===== config.mk =====
export PLATFORM = sky130hd
export DESIGN_NAME = carry4_serial_addsub
export DESIGN_NICKNAME = d
export VERILOG_FILES = /design/src/rtl/carry4_serial_addsub_pkg.sv /design/src/rtl/CARRY4.sv /design/src/rtl/carry4_serial_addsub.sv
export SDC_FILE = /design/constraint.sdc
export NUM_CORES = 1
export LEC_CHECK = 0
export BUFFER_PORTS_ARGS = -buffer_cell sky130_fd_sc_hd__buf_2
export CAP_MARGIN = 20
export CORE_ASPECT_RATIO = 0.9
export CORE_MARGIN = 5
export CORE_UTILIZATION = 40
export DETAILED_ROUTE_END_ITERATION = 6
export PLACE_DENSITY = 0.67
export SYNTH_ARGS = -nofsm -noshare
export SYNTH_HDL_FRONTEND = slang
export SYNTH_SLANG_ARGS = --single-unit

===== constraint.sdc =====
create_clock -name C -period 3.13 [get_ports C]
set_input_delay 0.4695 -clock C [delete_from_list [all_inputs] [get_ports C]]
set_output_delay 0.4695 -clock C [all_outputs]
set_load 0.02 [all_outputs]

===== src/rtl/carry4_serial_addsub_pkg.sv =====
// Shared definitions for the slice-serial CARRY4 adder/subtractor:
// controller states, slice width and the slice-count / index-width helpers.
package carry4_serial_addsub_pkg;

  typedef enum logic {
    IDLE = 1'b0,
    RUN  = 1'b1
  } state_t;

  localparam int SLICE_W = 4;

  // Number of 4-bit slices needed to cover a WIDTH-bit operand.
  function automatic int num_slices(input int width);
    return width / SLICE_W;
  endfunction

  // Bits needed for the slice index; a single-slice design still gets one bit.
  function automatic int idx_width(input int width);
    int n;
    n = num_slices(width);
    return (n <= 1) ? 1 : $clog2(n);
  endfunction

endpackage


===== src/rtl/CARRY4.sv =====
// Behavioural model of the CARRY4 slice: four-stage mux carry chain with
// XOR sum outputs. The chain input is CI or CYINIT; a slice that chains
// from CI holds CYINIT inactive.
module CARRY4 (
  input  logic [3:0] S,
  input  logic [3:0] DI,
  input  logic       CI,
  input  logic       CYINIT,
  output logic [3:0] O,
  output logic [3:0] CO
);

  logic [4:0] w_c;

  // Ripple through the four MUXCY stages: propagate when S is high, else generate from DI.
  always_comb begin
    w_c    = '0;
    O      = '0;
    CO     = '0;
    w_c[0] = CI | CYINIT;
    for (int i = 0; i < 4; i++) begin
      O[i]     = S[i] ^ w_c[i];
      w_c[i+1] = S[i] ? w_c[i] : DI[i];
      CO[i]    = w_c[i+1];
    end
  end

endmodule


===== src/rtl/carry4_serial_addsub.sv =====
// WIDTH-bit add/subtract that reuses one CARRY4 slice, walking the operands
// four bits per cycle from LSB to MSB and carrying CO[3] between cycles.
//
// state | meaning
// IDLE  | waiting for START; SUM/COUT/OVF hold the last completed result
// RUN   | one slice per enabled clock, index r_idx selects the nibble
module carry4_serial_addsub
  import carry4_serial_addsub_pkg::*;
#(
  parameter int WIDTH = 32
) (
  input  logic             C,
  input  logic             CLR,
  input  logic             CE,
  input  logic             START,
  input  logic             SUB,
  input  logic [WIDTH-1:0] A,
  input  logic [WIDTH-1:0] B,
  output logic             BUSY,
  output logic             DONE,
  output logic [WIDTH-1:0] SUM,
  output logic             COUT,
  output logic             OVF
);

  localparam int N  = num_slices(WIDTH);
  localparam int IW = idx_width(WIDTH);
  localparam logic [IW-1:0] LAST_IDX = IW'(N - 1);

  if ((WIDTH < SLICE_W) || ((WIDTH % SLICE_W) != 0)) begin : g_bad_width
    $error("carry4_serial_addsub: WIDTH must be a positive multiple of 4");
  end

  state_t              r_state;
  state_t              w_state_nxt;
  logic [IW-1:0]       r_idx;
  logic                r_cy;
  logic [WIDTH-1:0]    r_a;
  logic [WIDTH-1:0]    r_b;
  logic [WIDTH-1:0]    r_sum;
  logic                r_cout;
  logic                r_ovf;
  logic                r_done;

  logic                w_last;
  logic [SLICE_W-1:0]  w_a_sl;
  logic [SLICE_W-1:0]  w_b_sl;
  logic [SLICE_W-1:0]  w_s;
  logic [SLICE_W-1:0]  w_o;
  logic [SLICE_W-1:0]  w_co;
  logic                w_co_unused;

  assign w_last      = (r_state == RUN) && (r_idx == LAST_IDX);
  assign w_co_unused = ^w_co[1:0];

  // Select the current nibble of each operand; constant part-selects keep every index in range.
  always_comb begin
    w_a_sl = '0;
    w_b_sl = '0;
    for (int k = 0; k < N; k++) begin
      if (r_idx == IW'(k)) begin
        w_a_sl = r_a[k*SLICE_W +: SLICE_W];
        w_b_sl = r_b[k*SLICE_W +: SLICE_W];
      end
    end
  end

  assign w_s = w_a_sl ^ w_b_sl;

  CARRY4 u_carry4 (
    .S      (w_s),
    .DI     (w_a_sl),
    .CI     (r_cy),
    .CYINIT (1'b0),
    .O      (w_o),
    .CO     (w_co)
  );

  // Controller state register; CE freezes it, CLR abandons any operation.
  always_ff @(posedge C or posedge CLR) begin
    if (CLR) begin
      r_state <= IDLE;
    end else if (CE) begin
      r_state <= w_state_nxt;
    end
  end

  // Next-state decode: accept START only from IDLE, return after the last slice.
  always_comb begin
    w_state_nxt = r_state;
    case (r_state)
      IDLE: if (START) w_state_nxt = RUN;
      RUN:  if (r_idx == LAST_IDX) w_state_nxt = IDLE;
      default: w_state_nxt = IDLE;
    endcase
  end

  // Operand latch, per-slice result write-back, carry chaining and completion flags.
  always_ff @(posedge C or posedge CLR) begin
    if (CLR) begin
      r_idx  <= '0;
      r_cy   <= 1'b0;
      r_a    <= '0;
      r_b    <= '0;
      r_sum  <= '0;
      r_cout <= 1'b0;
      r_ovf  <= 1'b0;
      r_done <= 1'b0;
    end else if (CE) begin
      r_done <= w_last;
      if (r_state == IDLE) begin
        if (START) begin
          // Subtraction is A + ~B + 1: invert B here and seed the carry with SUB.
          r_a   <= A;
          r_b   <= B ^ {WIDTH{SUB}};
          r_cy  <= SUB;
          r_idx <= '0;
        end
      end else begin
        for (int k = 0; k < N; k++) begin
          if (r_idx == IW'(k)) begin
            r_sum[k*SLICE_W +: SLICE_W] <= w_o;
          end
        end
        r_cy  <= w_co[3];
        r_idx <= w_last ? '0 : r_idx + 1'b1;
        if (w_last) begin
          r_cout <= w_co[3];
          r_ovf  <= w_co[3] ^ w_co[2];
        end
      end
    end
  end

  assign BUSY = (r_state == RUN);
  assign DONE = r_done;
  assign SUM  = r_sum;
  assign COUT = r_cout;
  assign OVF  = r_ovf;

endmodule


# ---- Word level (Yosys, flattened, before mapping)
# Index checks and enable logic that the tools add are counted.
dict set report totals {
  regBits 104
  inputBits 69
  out_inout_bits 36
  wordCells 74
}
dict set report op_classes {
  n_addsub 1
  n_eq_ne 7
  mux 28
  bitwise 8
  n_reduce_logical 14
}
# operator count
set ops {}
lappend ops {{$mux W4} 16}
lappend ops {{$xor A32 B32 Y32} 1}
lappend ops {{$reduce_and A3 Y1} 10}
lappend ops {{$eq A3 B3 Y1 const B} 4}
lappend ops {{$mux W3} 3}
lappend ops {{$mux W1} 8}
lappend ops {{$eq A3 B2 Y1 const B} 2}
lappend ops {{$xor A1 B1 Y1} 5}
lappend ops {{$xor A4 B4 Y4} 1}
lappend ops {{$add A3 B1 Y3 const B} 1}
lappend ops {{$eq A3 B1 Y1 const B} 1}
lappend ops {{$logic_not A3 Y1} 1}
lappend ops {{$pmux W1 S2} 1}
lappend ops {{$reduce_and A2 Y1} 1}
lappend ops {{$reduce_bool A2 Y1} 1}
lappend ops {{$logic_and A1 B1 Y1} 1}
lappend ops {{$not A1 Y1} 1}

# ---- Depth between registers and ports, before layout
dict set report logic_depth {
  depth_word 15
  ltp_mapped 14
  depth_no_buf 10
}

# ---- Hierarchy
# A second synthesis with hierarchy kept.
dict set report hier_totals {
  cells_unflattened 472
  hier_area_um2 5097.4
}
# mod instances cells_per_inst area_per_inst_um2 seq_area_each_um2
set modules_own_cells {}
lappend modules_own_cells {carry4_serial_addsub 1 458 4991.0 2602.5}
lappend modules_own_cells {CARRY4 1 14 106.4 0.0}

# ---- Least setup slack after synthesis
# Ideal clock, no wire load.
dict set report synth_timing {
  path_kind {flip-flop to flip-flop}
  from {register r_idx[2]}
  to {register r_sum[11], in the netlist SUM[11]}
  setup_time_ns 0.131
  arrival_time_ns 2.575
  t_required_ns 2.999
  path_slack_ns 0.424
  stages_incl_launch_ff 14
  path_buffers 3
  period_less_slack_ns 2.706
  path_cell_list {dfrtp_1 -> buf_2 -> inv_1 -> ha_1 -> buf_6 -> buf_6 -> or2_4 -> a221oi_2 -> o22ai_1 -> a2bb2oi_4 -> nor2_1 -> a221oi_1 -> and3_1 -> o31ai_2}
}
dict set report synth_via {
  elab_chain_cells 14
  elab_cells_between_ends 30
  cone_classes {eq/ne (7); mux (19); bitwise (2); reduce/logical (2)}
}
# item line
set synth_lines {}
lappend synth_lines {{start, declared} carry4_serial_addsub.sv:36} ;# logic [IW-1:0] r_idx;
lappend synth_lines {{start signal, assigned} carry4_serial_addsub.sv:126} ;# r_idx <= w_last ? '0 : r_idx + 1'b1;
lappend synth_lines {{$logic_not A3 Y1} carry4_serial_addsub.sv:61} ;# if (r_idx == IW'(k)) begin
lappend synth_lines {{$mux W4 (8 in a row)} carry4_serial_addsub.sv:61}
lappend synth_lines {{$xor A4 B4 Y4} carry4_serial_addsub.sv:68} ;# assign w_s = w_a_sl ^ w_b_sl;
lappend synth_lines {{$mux W1 (3 in a row)} CARRY4.sv:23} ;# w_c[i+1] = S[i] ? w_c[i] : DI[i];
lappend synth_lines {{$xor A1 B1 Y1} CARRY4.sv:22} ;# O[i] = S[i] ^ w_c[i];
lappend synth_lines {{end signal, assigned by index} carry4_serial_addsub.sv:122} ;# r_sum[k*SLICE_W +: SLICE_W] <= w_o;
lappend synth_lines {{end, declared} carry4_serial_addsub.sv:40} ;# logic [WIDTH-1:0] r_sum;
# Several ways; a longest one is shown, not always the timed one.
# A chain may end at the register's enable or synchronous reset.

# ---- Worst setup path in the final report
dict set report layout_timing {
  from {register r_idx[0]}
  to {register r_sum[31], in the netlist SUM[31]}
}
# The elaborated chain is that of the path after synthesis.

==> flow_metrics.tcl <==
set metrics [dict create \
    status "complete, no violations" \
    r2r_cells 12 \
    busiest_layer "met2" \
    drc 0 \
    fin_cells 802 \
    yosysSeqAreaShare_pct 48.7 \
    cts_root_buf "clkbuf_16" \
    dieArea_mm2 0.0158 \
    final_util_pct 48.2 \
    place_ws_ns -0.0324 \
    ys.flop_type "dfrtp_1" \
    routed_via_density 5.10 \
    p_int_uw 4190 \
    path_clk_slew_ns 0.07 \
    numCtsBuffers 9 \
    crit_required_ns 3.42 \
    ff2ff_setup_slack_ns 0.18 \
    grt_pass1_vias 4189 \
    dr.pass1.iters 5 \
    rows 40 \
    drtIter0Drc 249 \
    drv_cap 0 \
    cp_slowest_stage_delay_ns 0.53 \
    leakagePower_uw 0.00292 \
    ir_worst_vdd_v 0.000610 \
    p_sw_uw 3250 \
    powerDensity_mw_per_mm2 1170 \
    crit_arrival_ns 3.24 \
    gp_congestion 0.836 \
    fillers 1256 \
    initial_core_util_pct 40.5 \
    gr-total-overflow 0 \
    tightest_slew_ns 0.899 \
    slew_headroom_pct 40.1 \
    grt_util_met2_pct 25.1 \
    drt-total-wl_mm 12.7 \
    synth-seq-cells 104 \
    grt_max_degree 98 \
    worstPathMaxFanout 16 \
    power.share.clock_pct 14.9 \
    crit_chain "inv_1 -> ha_4 -> buf_4 -> nand2_1 -> or3_1 -> o21ai_1 -> a21o_1 -> and2b_1 -> a211oi_2 -> buf_4 -> or4_1 -> nand3_1" \
    die_w_um 132 \
    rsz0062_at_grt "no" \
    ys_async_sr_fraction_pct 100 \
    ant_nets 0 \
    worst_setup_path_start_kind "register" \
    clock-sinks 104 \
    critPathMostFrequentCell "buf_4" \
    grt_util_met3_pct 4.32 \
    syn_area_mm2 0.00535 \
    antenna_found_initial 0 \
    synth_area_leader_cell "dfrtp_1" \
    grt_pass1_wl_mm 21.3 \
    yosysUniqueCellTypes 55 \
    r2r-end "SUM[31]$_DFFE_PP0P_" \
    place_inst 786 \
    post_drt_wl_per_cell_um 15.9 \
    drv_slew 0 \
    fin_nets 704 \
    insertion_delay_ns 0.35 \
    min_period_ns 2.95 \
    reg2reg_from "r_idx[0]$_DFFE_PP0P_" \
    ios 105 \
    worstSetupEndpointType "register" \
    ctsHoldBuffers 0 \
    postCtsSetupRepairBufs 0 \
    power_frac_comb_pct 53.1 \
    track_usage_pct 16.5 \
    syn_inst 532 \
    dpl.hpwl_mm 9.60 \
    synth_area_leaders "dfrtp_1 (49%), mux2_2 (6.7%), nand2_1 (6.5%)" \
    port-buffer-count 104 \
    ys_warn_count 0 \
    hold_violations 0 \
    fp.dieH_um 120 \
    path_class "register to register" \
    diodes 0 \
    p_seq_share_pct 32.0 \
    total_power_uw 7440 \
    synth_nets 607 \
    period_share_pct 94.3 \
    setup_viol 0 \
    startpoint "r_idx[0]$_DFFE_PP0P_" \
    htree_levels 3 \
    clock_path_buffers 2 \
    hold_class "primary input to asynchronous set/reset pin" \
    area_delta_synth_final_pct 19.2 \
    syn_avg_cell_area_um2 10.0 \
    skew_ns 0.00634 \
    switching_share_pct 43.7 \
    num_vias 4092 \
    synth_edf_count 0 \
    fmax_mhz 339 \
    final_layout_size_suffix_gt1_share_pct 30.3 \
    synth_top_area_share_pct 48.7 \
    core_mm2 0.0132 \
    use_met1_pct 23.2 \
    slowest_stage "or4_1" \
    layout_setup_ws_ns 0.178 \
    cts_tree "built" \
]
worst max-delay path, delay by kind of cell, from the launching register on:
family / cells / cell delay [ns]
simple gates: 5 / 1.21
buf+inv: 3 / 0.61
flops: 1 / 0.43
compound gates: 3 / 0.35
fa+ha+maj: 1 / 0.28
state kept, by name, indices dropped and copies added (netlist names):
signal  flops
SUM        32
DONE        1
r_b        32
COUT        1
r_a        32
r_cy        1
r_idx       3
OVF         1
BUSY        1
through the flow:
stage               instance area, um^2  hold slack (ns)  setup TNS (ns)
global route                       6370            0.308               0
finish                             6370            0.236               0
floorplan                          5350            0.442               0
CTS                                6310            0.266               0
global placement                   6020            0.455               0
detailed placement                 6020            0.465          -0.106
layout make-up:
type / count / area (um^2) / share of cell area [%]
Sequential cell: 104 / 2600 / 40.8
Multi-Input combinational cell: 378 / 2530 / 39.8
Timing Repair Buffer: 119 / 671 / 10.5
Clock buffer: 10 / 229 / 3.59
Tap cell: 168 / 210 / 3.30
Inverter: 17 / 67.6 / 1.06
Clock inverter: 6 / 60.1 / 0.942
layout by cell type (no fill, tap or decap), drive strengths merged, types with 2 or more instances in the layout:
master / Yosys / layout
a21oi: 20 / 20
a221oi: 4 / 4
a22o: 2 / 2
a2bb2oi: 2 / 2
a311oi: 5 / 5
a31oi: 2 / 2
buf: 18 / 119
clkbuf: 15 / 10
clkinv: 0 / 3
clkinvlp: 0 / 3
dfrtp: 104 / 104
ha: 6 / 6
inv: 17 / 16
mux2: 32 / 32
nand2: 92 / 92
nand2b: 3 / 3
nand3: 13 / 13
nand3b: 7 / 7
nor2: 16 / 16
nor2b: 12 / 12
nor3: 5 / 5
nor3b: 6 / 6
o211a: 2 / 2
o211ai: 6 / 6
o21ai: 67 / 67
o22ai: 3 / 3
o2bb2ai: 2 / 2
o311ai: 2 / 2
o31ai: 7 / 7
o32ai: 5 / 5
or3: 2 / 2
or4: 4 / 4
xnor2: 36 / 36
xor2: 4 / 4
power groups by stage:
stage | registers [uW] | clock network [uW] | logic (uW)
after global placement | 2380 | 0 | 3680
final | 2380 | 1110 | 3950
after CTS | 2380 | 1130 | 3810
after floorplan | 2480 | 0 | 2610
after detailed placement | 2400 | 0 | 3780
after global routing | 2450 | 1190 | 4330
logic make-up after synthesis:
kind of cell | synth area share (%)
xor gates and xnor gates | 6.69
DFF | 48.7
buffers and inverters | 5.22
AOI/OAI and AO/OA | 16.5
and+or+nand+nor | 14.5
adders and majority gates | 1.66
muxes | 6.74
metal layers:
| layer | wire (um) | up-vias |
|---|---|---|
| li1 | - | 2039 |
| met1 | 6060 | 1916 |
| met2 | 5730 | 118 |
| met3 | 725 | 19 |
| met4 | 221 | 0 |
| met5 | 0 | - |
how the worst max path moves through the flow:
stage / cells past startpoint / endpoint
finish: 12 / SUM[31]$_DFFE_PP0P_
global route: 12 / SUM[31]$_DFFE_PP0P_
CTS: 11 / SUM[11]$_DFFE_PP0P_
detailed placement: 10 / SUM[11]$_DFFE_PP0P_
global placement: 10 / SUM[3]$_DFFE_PP0P_
floorplan: 13 / SUM[11]$_DFFE_PP0P_
cell usage after synthesis (all sizes together) (3+ instances only):
cell and instances:
nor2 16, nor3 5, a221oi 4, o22ai 3, a21oi 20, xnor2 36
nor3b 6, clkbuf 15, inv 17, o31ai 7, dfrtp 104, ha 6
o21ai 67, a311oi 5, o32ai 5, xor2 4, mux2 32, nand2b 3
nand3 13, nand2 92, nor2b 12, buf 18, o211ai 6, nand3b 7
or4 4
repair_timing:
action,in CTS,in global routing
resized for setup,3,9
pin swaps,0,0
setup endpoints to repair,4,27
Power figures use the tool's default switching activity.
